$ cat config.mk
export PLATFORM = sky130hd
export DESIGN_NAME = phy_tx_flat
export DESIGN_NICKNAME = d
export VERILOG_FILES = /design/src/rtl/phy_tx_if.sv /design/src/rtl/phy_tx.sv /design/src/flat_wrapper.sv
export SDC_FILE = /design/constraint.sdc
export NUM_CORES = 1
export LEC_CHECK = 0
export ABC_AREA = 1
export CAP_MARGIN = 20
export CORE_MARGIN = 2
export CORE_UTILIZATION = 35
export DETAILED_ROUTE_END_ITERATION = 12
export PLACE_DENSITY_LB_ADDON = 0.3
export SETUP_SLACK_MARGIN = 0.4
export SLEW_MARGIN = 20
export SYNTH_ARGS = -nofsm -noshare
export SYNTH_HDL_FRONTEND = slang
export SYNTH_SLANG_ARGS = --single-unit
$ cat constraint.sdc
create_clock -name clk_32f -period 1.6 [get_ports clk_32f]
set_input_delay 0.24 -clock clk_32f [delete_from_list [all_inputs] [get_ports clk_32f]]
set_output_delay 0.24 -clock clk_32f [all_outputs]
set_load 0.02 [all_outputs]
$ cat src/rtl/phy_tx_if.sv
// Word handshake and serial lane signals of the two-lane transmitter phy_tx.
interface phy_tx_if;
  logic [31:0] data_in;
  logic        valid_in;
  logic        ready_out;
  logic        data_out_0;
  logic        data_out_1;
  logic        active_out;

  modport master (
    output data_in, valid_in,
    input  ready_out, data_out_0, data_out_1, active_out
  );

  modport slave (
    input  data_in, valid_in,
    output ready_out, data_out_0, data_out_1, active_out
  );
endinterface

$ cat src/rtl/phy_tx.sv
// Two-lane serial transmitter: splits 32-bit words over two byte lanes, MSB first, idle-fills with IDLE_CHAR.
// Optional feature: define PHY_TX_PARITY_EN to append an odd-parity bit to every byte (9-cycle byte slots).
module phy_tx #(
  parameter int unsigned SYNC_BCS  = 4,
  parameter logic [7:0]  IDLE_CHAR = 8'hBC
) (
  input  logic    clk_32f,
  input  logic    reset,
  phy_tx_if.slave bus
);

`ifdef PHY_TX_PARITY_EN
  localparam logic [3:0] BIT_LAST = 4'd8;
`else
  localparam logic [3:0] BIT_LAST = 4'd7;
`endif
  localparam int unsigned SYNC_W    = $clog2(SYNC_BCS + 2);
  localparam logic [31:0] IDLE_WORD = {4{IDLE_CHAR}};

  typedef enum logic {ST_SYNC, ST_RUN} state_t;

  state_t            r_state;
  logic [3:0]        r_bit;
  logic              r_byte;
  logic [SYNC_W-1:0] r_sync;
  logic [31:0]       r_word;
  logic              r_ready;
  logic              r_active;
  logic              r_d0;
  logic              r_d1;

  logic              w_slot_start;
  logic              w_byte_last;
  logic              w_slot_last;
  logic              w_hs;
  logic              w_sync_done;
  logic [SYNC_W-1:0] w_sync_next;
  logic [31:0]       w_word;
  logic [7:0]        w_byte0;
  logic [7:0]        w_byte1;
  logic              w_bit0;
  logic              w_bit1;

  // The counters name the slot position whose bit is being registered on this edge.
  assign w_slot_start = (r_bit == 4'd0) && !r_byte;
  assign w_byte_last  = (r_bit == BIT_LAST);
  assign w_slot_last  = w_byte_last && r_byte;
  assign w_hs         = bus.valid_in && r_ready;
  assign w_sync_next  = r_sync + SYNC_W'(1);
  assign w_sync_done  = (r_state == ST_SYNC) && w_slot_last &&
                        (w_sync_next >= SYNC_W'(SYNC_BCS));

  // On the first edge of a slot the new word bypasses r_word so its MSB leaves one cycle after the handshake.
  assign w_word  = !w_slot_start ? r_word : (w_hs ? bus.data_in : IDLE_WORD);
  assign w_byte0 = r_byte ? w_word[23:16] : w_word[7:0];
  assign w_byte1 = r_byte ? w_word[31:24] : w_word[15:8];

`ifdef PHY_TX_PARITY_EN
  assign w_bit0 = r_bit[3] ? ~^w_byte0 : w_byte0[3'd7 - r_bit[2:0]];
  assign w_bit1 = r_bit[3] ? ~^w_byte1 : w_byte1[3'd7 - r_bit[2:0]];
`else
  assign w_bit0 = w_byte0[3'd7 - r_bit[2:0]];
  assign w_bit1 = w_byte1[3'd7 - r_bit[2:0]];
`endif

  // NOTE: all state updates use non-blocking assignments so every register samples pre-edge values.
  always_ff @(posedge clk_32f or posedge reset) begin
    if (reset) begin
      r_state  <= ST_SYNC;
      r_bit    <= 4'd0;
      r_byte   <= 1'b0;
      r_sync   <= '0;
      r_word   <= '0;
      r_ready  <= 1'b0;
      r_active <= 1'b0;
      r_d0     <= 1'b0;
      r_d1     <= 1'b0;
    end else begin
      r_d0 <= w_bit0;
      r_d1 <= w_bit1;

      if (w_slot_start) begin
        r_word   <= w_word;
        r_active <= w_hs;
      end

      // Ready is offered only on the final cycle of a word slot, including the last sync slot.
      r_ready <= w_slot_last && ((r_state == ST_RUN) || w_sync_done);

      if (w_byte_last) begin
        r_bit  <= 4'd0;
        r_byte <= ~r_byte;
      end else begin
        r_bit <= r_bit + 4'd1;
      end

      if ((r_state == ST_SYNC) && w_byte_last) begin
        r_sync <= w_sync_next;
        if (w_sync_done) r_state <= ST_RUN;
      end
    end
  end

  assign bus.ready_out  = r_ready;
  assign bus.active_out = r_active;
  assign bus.data_out_0 = r_d0;
  assign bus.data_out_1 = r_d1;

endmodule

$ cat src/flat_wrapper.sv
// flat-port wrapper written by rule: the top's interface ports become plain ports
module phy_tx_flat 
#(
  parameter int unsigned SYNC_BCS  = 4,
  parameter logic [7:0]  IDLE_CHAR = 8'hBC
)
  (clk_32f, reset, bus_data_in, bus_valid_in, bus_ready_out, bus_data_out_0, bus_data_out_1, bus_active_out);
  phy_tx_if bus_i ();
  input  logic clk_32f;
  input  logic reset;
  input wire logic [$bits(bus_i.data_in)-1:0] bus_data_in;
  input wire logic [$bits(bus_i.valid_in)-1:0] bus_valid_in;
  output wire logic [$bits(bus_i.ready_out)-1:0] bus_ready_out;
  output wire logic [$bits(bus_i.data_out_0)-1:0] bus_data_out_0;
  output wire logic [$bits(bus_i.data_out_1)-1:0] bus_data_out_1;
  output wire logic [$bits(bus_i.active_out)-1:0] bus_active_out;
  assign bus_i.data_in = bus_data_in;
  assign bus_i.valid_in = bus_valid_in;
  assign bus_ready_out = bus_i.ready_out;
  assign bus_data_out_0 = bus_i.data_out_0;
  assign bus_data_out_1 = bus_i.data_out_1;
  assign bus_active_out = bus_i.active_out;
  phy_tx #(.SYNC_BCS(SYNC_BCS), .IDLE_CHAR(IDLE_CHAR)) u_core (.clk_32f(clk_32f), .reset(reset), .bus(bus_i));
endmodule
==> flow_summary.yaml <==
floorplanning:
  die-area_um2: 7270
  start_util_pct: 36.4
  rows: 29
  die-width_um: 85.3
  coreArea_um2: 6350
  die_height_um: 85.3
  num_io_pins: 39
clocking:
  cts_tree: "done"
  htree_num_levels: 2
  clk_pin_slew_ns: 0.08
  clkSinkCount: 45
  cts_buffer_depth: 2
  clock-root-buffer: "clkbuf_8"
  clkLatencyLatePin_ns: 0.30
  cts_buffers: 5
sta:
  hold_ws_ns: 0.339
  tightest_slew_ns: 0.327
  setup_viol: 0
  fmax_mhz: 645
  max_slew_margin_pct: 78.2
  worst_clock_skew_ns: 0.00605
  fin_crit_ns: 1.55
  finalHoldViolCount: 0
  drv_slew: 0
  finalCritPeriodShare_pct: 96.9
  rsz0062_at_grt: "true"
finish:
  design_area_um2: 3330
  area_delta_synth_final_pct: 44.3
  layout-drive-gt1-share_pct: 29.2
  fin_nets: 397
  antennaDiodeCount: 0
  nFillCells: 591
  utilization_pct: 52.5
critical_path:
  crit_fanout: 8
  r2r_start: "u_core.r_bit[0]$_DFF_PP0_"
  cp.required_ns: 1.79
  critPathCaptureType: "register"
  r2r_slack_ns: 0.05
  critical_path_arrival_ns: 1.74
  path_cells: "clkinv_2, ha_4, inv_4, nor2_8, nand2_8, buf_12, bufbuf_16, nand2_1, o21ai_2"
  startpoint_type: "register"
  timing_worst_setup_path_type: "register to register"
  timing.rr.end: "u_core.r_word[22]$_DFFE_PP0N_"
  critPathMaxStageDelay_ns: 0.40
  crit_slowest_cell: "dfrtp_1"
  reg2reg_depth: 9
yosys:
  yosysSeqAreaShare_pct: 48.7
  synth.area.top_cells: "dfrtp_1 (49%), nand2_1 (13%), nand3_1 (7.4%)"
  avgSynthCellArea_um2: 7.86
  syn-num-nets: 332
  synth.top_cell.area_share_pct: 48.7
  ys_seq_elements: 45
  syn_area_um2: 2310
  yosysTopAreaCell: "dfrtp_1"
  synth_warnings: 0
  synth_cell_types: 28
  synth_cells: 294
global_route:
  use_met2_pct: 24.9
  busiest_layer: "met2"
  grt_pass1_wl_mm: 9.64
  use_met1_pct: 24.4
  antenna_found_initial: 0
  track_usage_pct: 16.8
  grt_start_max_net_pins: 46
  overflow: 0
  met3_usage_pct: 2.92
  grt_pass1_vias: 2019
power_and_ir_drop:
  p_leak_nw: 1.63
  power_density_nw_per_um2: 632
  peakVddDrop_uv: 486
placement:
  dpl-instance-area_um2: 2920
  dpl.hpwl_mm: 3.87
  port_buffers: 38
  globalplace.congestion: 0.857
routing:
  vias_per_cell: 4.70
  route.vias.total: 2052
  drt_iter0_drc: 113
  dr.pass1.iters: 4
  routed_wirelength_mm: 5.74
  drc: 0
  avgRoutedWirePerCell_um: 13.1
  postRouteAntennaNets: 0
job:
  drv_cap: 0
status:
  status: "completed"
hold_path:
  hp-class: "input pin to asynchronous set/reset pin"
worst max-delay path: cells and delay by family (launching register included):
family,cells,cell delay (ns)
buffers and inverters,4,0.54
AOI/OAI and AO/OA,1,0.05
DFF,1,0.40
and+or+nand+nor,3,0.32
adders and majority gates,1,0.13
cell usage after synthesis:
| cell type | instances |
|---|---|
| nand2_1 | 83 |
| dfrtp_1 | 45 |
| nor2_1 | 39 |
| nand3_1 | 34 |
| inv_1 | 29 |
| o21ai_0 | 13 |
| or2_2 | 9 |
| nand2_2 | 5 |
| a21oi_1 | 4 |
| buf_2 | 4 |
| clkbuf_1 | 3 |
| ha_1 | 3 |
| o22ai_1 | 3 |
| buf_4 | 2 |
| buf_6 | 2 |
| o21ai_1 | 2 |
| xnor2_1 | 2 |
| xor2_1 | 2 |
| a22o_1 | 1 |
| buf_12 | 1 |
| clkinv_1 | 1 |
| inv_4 | 1 |
| mux2_2 | 1 |
| nand2_4 | 1 |
| nand4_1 | 1 |
| nor2_2 | 1 |
| nor2_4 | 1 |
| nor2_8 | 1 |
through the flow:
stage / cells / power [W] / setup TNS, ns / worst slack, ns
2_1_floorplan: 294 / 0.00131 / 0 / 0.0290
3_3_place_gp: 416 / 0.00143 / -0.437 / -0.230
3_5_place_dp: 416 / 0.00143 / -0.491 / -0.245
4_1_cts: 431 / 0.00211 / 0 / 0.0428
5_1_grt: 437 / 0.00220 / -0.208 / -0.0531
6_report: 437 / 0.00211 / 0 / 0.0503
worst max path at each step:
stage,startpoint,endpoint,slack [ns]
floorplan,u_core.r_bit[0]$_DFF_PP0_,u_core.bus.data_out_0$_DFF_PP0_,0.03
global placement,bus_valid_in,u_core.bus.data_out_0$_DFF_PP0_,-0.23
detailed placement,bus_valid_in,u_core.bus.data_out_0$_DFF_PP0_,-0.24
CTS,u_core.r_bit[1]$_DFF_PP0_,u_core.bus.data_out_0$_DFF_PP0_,0.04
global route,u_core.r_bit[0]$_DFF_PP0_,u_core.bus.data_out_0$_DFF_PP0_,-0.05
finish,u_core.r_bit[0]$_DFF_PP0_,u_core.r_word[22]$_DFFE_PP0N_,0.05
per-layer routing:
metal / wire (um) / vias to the layer above / share of wire (%)
met2: 2580 / 54 / 45
met5: 0 / - / 0
met4: 99 / 0 / 1.7
met3: 324 / 7 / 5.6
met1: 2740 / 950 / 48
li1: - / 1041 / -
area by class of cell:
| type | count | area, um2 | area share [%] |
|---|---|---|---|
| repair buffers | 69 | 723 | 21.7 |
| clock buffers | 8 | 80.1 | 2.40 |
| well taps | 77 | 96.3 | 2.89 |
| flip-flops and latches | 45 | 1130 | 33.8 |
| multi-input cells | 207 | 1170 | 35.0 |
| inverters | 31 | 139 | 4.17 |
cells by family (layout without fill, tap and decap cells):
family / Yosys count / count (layout) / share of synthesized area, %
buffers and inverters: 43 / 108 / 8.99
xor gates and xnor gates: 4 / 4 / 1.52
muxes: 1 / 1 / 0.487
adders and majority gates: 3 / 3 / 1.62
and+or+nand+nor: 175 / 176 / 33.4
DFF: 45 / 45 / 48.7
AOI/OAI and AO/OA: 23 / 23 / 5.31
repair_timing:
| item | CTS | global route |
|---|---|---|
| resized for setup | 26 | 39 |
| setup buffers | 4 | 5 |
| pin swaps | 2 | 3 |
| setup endpoints to repair | 42 | 45 |
| hold buffers | 0 | 0 |
| gates cloned | 3 | 1 |
state kept, by name (all words and copies together), names as in the netlist:
name,count
u_core.bus.data_out_0,1
u_core.r_byte,1
u_core.bus.data_out_1,1
u_core.r_state,1
u_core.bus.active_out,1
u_core.r_bit,4
u_core.bus.ready_out,1
u_core.r_sync,3
u_core.r_word,32
layout by cell type (no fill, tap or decap), types with 2 or more instances in the layout:
cell type,n
clkdlybuf4s50_1,34
nor2_4,3
xor2_1,2
o21ai_1,5
dfrtp_1,44
o22ai_2,2
inv_4,2
clkbuf_1,3
nor2_1,37
o21ai_2,9
buf_6,3
nand2_4,3
xnor2_1,2
a21oi_1,3
buf_2,3
nand3_2,6
nand3_1,28
buf_4,21
nand2_2,18
nand2_1,68
buf_12,4
clkbuf_8,5
or2_2,9
inv_1,25
report_power, final:
group / leakage (nW) / internal, W / switching, W
logic: 1.07 / 0.000127 / 0.0000920
clock network: 0.0395 / 0.000311 / 0.000374
registers: 0.516 / 0.00118 / 0.0000224
No activity file was read; power rests on OpenSTA's default activity.
